### config.mk
export PLATFORM = sky130hd
export DESIGN_NAME = mem_arbiter
export DESIGN_NICKNAME = d
export VERILOG_FILES = /design/src/rtl/mem_arbiter.sv
export SDC_FILE = /design/constraint.sdc
export NUM_CORES = 1
export LEC_CHECK = 0
export ABC_AREA = 0
export CORE_MARGIN = 10
export CORE_UTILIZATION = 44
export DETAILED_ROUTE_END_ITERATION = 8
export PLACE_DENSITY = 0.94
export SLEW_MARGIN = 10
export SYNTH_ARGS = -nofsm -noshare
export SYNTH_HDL_FRONTEND = slang
export SYNTH_SLANG_ARGS = --single-unit
export TNS_END_PERCENT = 20
### constraint.sdc
create_clock -name clk -period 10.4 [get_ports clk]
set_input_delay 1.56 -clock clk [delete_from_list [all_inputs] [get_ports clk]]
set_output_delay 1.56 -clock clk [all_outputs]
set_load 0.01 [all_outputs]
### src/rtl/mem_arbiter.sv
// mem_arbiter: shares a single-ported memory between an instruction-fetch
// port (if_*) and a data port (dm_*).
//
// Each transaction is IDLE -> ACCESS (WAIT_CYCLES cycles with mem_cs high)
// -> ACK (a one-cycle ack to the owner) -> IDLE.
//
// Ports
//   clk, rst                           clock; asynchronous active-high reset
//   if_req/if_addr -> if_rdata/if_ack  fetch port; fetches are always word reads
//   dm_req/dm_we/dm_be/dm_addr/dm_wdata -> dm_rdata/dm_ack
//                                      data port (load or byte-enabled store)
//   mem_cs/we/be/addr/wdata, mem_rdata memory side; driven only from latched regs
//   grant                              one-hot owner: bit0 = fetch, bit1 = data
//   busy                               high in ACCESS and ACK
//
// Build option
//   MEM_ARB_RR_EN  When defined, simultaneous requests alternate between the
//                  two ports. When undefined, data always wins ties.
module mem_arbiter #(
  parameter int WAIT_CYCLES = 2
) (
  input  logic        clk,
  input  logic        rst,
  input  logic        if_req,
  input  logic [31:0] if_addr,
  output logic [31:0] if_rdata,
  output logic        if_ack,
  input  logic        dm_req,
  input  logic        dm_we,
  input  logic [3:0]  dm_be,
  input  logic [31:0] dm_addr,
  input  logic [31:0] dm_wdata,
  output logic [31:0] dm_rdata,
  output logic        dm_ack,
  output logic        mem_cs,
  output logic        mem_we,
  output logic [3:0]  mem_be,
  output logic [31:0] mem_addr,
  output logic [31:0] mem_wdata,
  input  logic [31:0] mem_rdata,
  output logic [1:0]  grant,
  output logic        busy
);

  typedef enum logic [1:0] {IDLE, ACCESS, ACK} state_t;

  localparam logic [3:0] CNT_LOAD = 4'(WAIT_CYCLES - 1);

  state_t      state_q, state_d;
  logic [3:0]  cnt_q, cnt_d;
  logic [1:0]  grant_q, grant_d;
  logic        we_q, we_d;
  logic [3:0]  be_q, be_d;
  logic [31:0] addr_q, addr_d;
  logic [31:0] wdata_q, wdata_d;
  logic [31:0] if_rdata_q, if_rdata_d;
  logic [31:0] dm_rdata_q, dm_rdata_d;
  logic        pick_dm;

`ifdef MEM_ARB_RR_EN
  // last_dm_q: 1 when data was the most recent winner. It resets to fetch,
  // so the first tie goes to data.
  logic last_dm_q, last_dm_d;
  assign pick_dm   = dm_req && (!if_req || !last_dm_q);
  assign last_dm_d = (state_q == IDLE && (if_req || dm_req)) ? pick_dm : last_dm_q;

  always_ff @(posedge clk or posedge rst) begin
    if (rst) last_dm_q <= 1'b0;
    else     last_dm_q <= last_dm_d;
  end
`else
  assign pick_dm = dm_req;
`endif

  always_comb begin
    state_d    = state_q;
    cnt_d      = cnt_q;
    grant_d    = grant_q;
    we_d       = we_q;
    be_d       = be_q;
    addr_d     = addr_q;
    wdata_d    = wdata_q;
    if_rdata_d = if_rdata_q;
    dm_rdata_d = dm_rdata_q;
    case (state_q)
      IDLE: begin
        if (if_req || dm_req) begin
          state_d = ACCESS;
          cnt_d   = CNT_LOAD;
          if (pick_dm) begin
            grant_d = 2'b10;
            we_d    = dm_we;
            be_d    = dm_be;
            addr_d  = dm_addr;
            wdata_d = dm_wdata;
          end else begin
            // A fetch has no write data, so mem_wdata keeps its last value.
            grant_d = 2'b01;
            we_d    = 1'b0;
            be_d    = 4'b1111;
            addr_d  = if_addr;
          end
        end
      end
      ACCESS: begin
        if (cnt_q == 4'd0) begin
          state_d = ACK;
          // Read data is captured only on the final ACCESS cycle.
          if (!we_q) begin
            if (grant_q[0]) if_rdata_d = mem_rdata;
            if (grant_q[1]) dm_rdata_d = mem_rdata;
          end
        end else begin
          cnt_d = cnt_q - 4'd1;
        end
      end
      ACK: begin
        state_d = IDLE;
        grant_d = 2'b00;
      end
      default: state_d = IDLE;
    endcase
  end

  always_ff @(posedge clk or posedge rst) begin
    if (rst) begin
      state_q    <= IDLE;
      cnt_q      <= 4'd0;
      grant_q    <= 2'b00;
      we_q       <= 1'b0;
      be_q       <= 4'b0000;
      addr_q     <= 32'd0;
      wdata_q    <= 32'd0;
      if_rdata_q <= 32'd0;
      dm_rdata_q <= 32'd0;
    end else begin
      state_q    <= state_d;
      cnt_q      <= cnt_d;
      grant_q    <= grant_d;
      we_q       <= we_d;
      be_q       <= be_d;
      addr_q     <= addr_d;
      wdata_q    <= wdata_d;
      if_rdata_q <= if_rdata_d;
      dm_rdata_q <= dm_rdata_d;
    end
  end

  assign mem_cs    = (state_q == ACCESS);
  assign mem_we    = mem_cs & we_q;
  assign mem_be    = mem_cs ? be_q : 4'b0000;
  assign mem_addr  = addr_q;
  assign mem_wdata = wdata_q;
  assign if_rdata  = if_rdata_q;
  assign dm_rdata  = dm_rdata_q;
  assign if_ack    = (state_q == ACK) & grant_q[0];
  assign dm_ack    = (state_q == ACK) & grant_q[1];
  assign grant     = grant_q;
  assign busy      = (state_q != IDLE);

endmodule
==> qor.yml <==
status:
  run_status: "complete, no violations"
clock_tree:
  htreeDepth: 4
  cts_buffer_depth: 2
  cts_sinks: 141
  cts_root_buffer: "clkbuf_16"
  cts_resized: 0
  cts_tree: "yes"
  post_cts.repair.setup_buffers: 0
  cts_made_buffers: 17
  clk_pin_slew_ns: 0.06
  hold_buffers: 0
  clock_latency_ns: 0.42
die:
  die_h_um: 134.8
  start_util: 0.4536
  io_pins: 276
  die-area_um2: 18160
  die_w_um: 134.8
  core_area_um2: 12770
  num_rows: 41
global_routing:
  grt.busiest_layer: "met2"
  overflow: 0
  grt_first_pass_wirelength_um: 27750
  grtUsageMet1: 0.2094
  grt_pass1_vias: 5125
  use_met3: 0.07826
  antenna_found_initial: 0
  use_met2: 0.3345
  track_usage: 0.1961
  grt_max_degree: 76
setup_path:
  worstSetupPathType: "flop to primary output"
  cp_max_fo: 12
  crit_slowest_cell: "clkdlybuf4s50_1"
  cp_top_family: "simple AND/OR/NAND/NOR gates"
  crit_path_start_kind: "flop"
  max_stage_delay_ns: 0.55
  r2r_slack_ns: 8.33
  crit_buf_inv: 1
  cp-end-kind: "primary output"
  required_ns: 8.84
  arrival_ns: 2.09
  crit_chain: "nor2b_2, and2_1, clkdlybuf4s50_1"
yosys:
  synth-simple-area-share: 0.03153
  synth.avg_cell_area_um2: 13.70
  syn_inst: 423
  ys.flop_type: "dfrtp_1"
  synth.yosys.seq_area_share: 0.6089
  yosysUniqueCellTypes: 29
  synth-async-reset-ratio: 1.000
  synthMuxAreaShare: 0.2453
  yosysTopAreaCell: "dfrtp_1"
  synth-edff-count: 0
  syn-num-nets: 562
  synth_top_family_by_area: "multiplexers"
  syn-cell-area_um2: 5794
  synth_compound_area_frac: 0.07623
  synth-seq-cells: 141
  synthTopCellsByArea: "dfrtp_1, mux2_2, a21oi_1, mux2_1, mux2i_1"
  synth_adder_area_share: 0.004319
  synth_top_area_frac: 0.6089
  yosys.area_share.xor_xnor: 0
  yosysWarnings: 0
  yosysMostFrequentCell: "dfrtp_1"
  synth.cells.most_frequent: "dfrtp_1, a21oi_1, mux2_2"
pwr:
  ir_worst_vdd_mv: 0.1382
  power_density_nw_per_um2: 312.8
  p_leak_nw: 3.882
placement:
  place_congestion: 0.7879
  io_buffer_count: 275
  dpl_cell_area_um2: 8652
  hpwl_um: 13490
route:
  via_count: 4465
  dr.pass1.iters: 4
  wire_per_inst_um: 20.27
  drt-initial-drc-count: 170
  drtAntennaViolNets: 0
  wirelength_um: 17820
  route.detailed.drc: 0
  vias_per_cell: 5.080
final_layout:
  diodes: 0
  fin_area_um2: 9229
  drive_above_1_share: 0.1584
  synthToLayoutAreaGrowth_pct: 59.27
  nNetsFinal: 833
sta:
  post-route-period-util: 0.3511
  slew_viol_final: 0
  fin_crit_ns: 3.651
  final-setup-viol-count: 0
  slew-limit-headroom: 0.4497
  finalSetupTns_ns: 0
  final-hold-violation-count: 0
  rsz0062_at_grt: "false"
  worst_pin_slew_ns: 0.8255
  max_freq_mhz: 273.9
  finClkSkew_ns: 0.009958
  whs_ns: 0.4839
min_path:
  hold_class: "flop to flop"
run:
  cap_violations: 0
## layer usage
metal / vias up / routed length [µm]
met5: - / 0
met4: 0 / 474
met3: 30 / 1591
met2: 212 / 9026
met1: 2178 / 6727
li1: 2045 / -
## stage by stage
stage	util	std cells	setup WS [ns]	power, W
4_1_cts	0.7224	879	6.145	0.002920
3_3_place_gp	0.6773	847	5.925	0.002257
6_report	0.7225	879	6.749	0.002887
2_1_floorplan	-	423	5.059	0.001550
5_1_grt	0.7225	879	6.637	0.003042
3_5_place_dp	0.6773	847	5.695	0.002320
## cells by family after synthesis
family / count (synthesis)
simple gates: 27
compound gates: 84
fa+ha+maj: 2
flops: 141
buf+inv: 39
mux: 130
## power breakdown
| group | internal, W | total [W] | switching, W |
|---|---|---|---|
| logic | 0.000758 | 0.00131 | 0.000551 |
| clock network | 0.000353 | 0.000585 | 0.000232 |
| registers | 0.000830 | 0.000993 | 0.000163 |
## final timing paths
path,from,endpoint,cells after the start
max in group asynchronous,rst,mem_wdata[19],3
worst max register to register,state_q[1],mem_wdata[30],5
worst min register to register,mem_wdata[12],mem_wdata[12],1
worst max-delay path,state_q[1],mem_be[1],3
worst min-delay path,mem_wdata[12],mem_wdata[12],1
min in group asynchronous,rst,mem_wdata[16],2
## final cells by class
type | instances | area [µm²]
fill | 832 | 3545
sequential | 141 | 3528
timing repair buffer | 281 | 2793
clock buffer | 19 | 432.9
multi-input combinational | 243 | 2074
clock inverter | 13 | 142.6
inverter | 10 | 42.54
tap | 172 | 215.2
## flip-flops by register name, summed over array words and instances, names as in the netlist
| register | count |
|---|---|
| be_q | 4 |
| dm_rdata | 32 |
| state_q | 2 |
| cnt_q | 4 |
| mem_addr | 32 |
| we_q | 1 |
| mem_wdata | 32 |
| if_rdata | 32 |
| grant | 2 |
## placed cells by master (no fill, tap or decap), types with 5 or more instances in the layout
cell	instances
a21oi_1	72
buf_4	6
mux2_1	32
dfrtp_1	141
inv_1	9
mux2_2	64
clkbuf_16	17
and2_1	6
clkdlybuf4s50_1	274
clkinvlp_4	5
mux2i_1	34
Note: power is estimated with default switching activity, not from simulation.
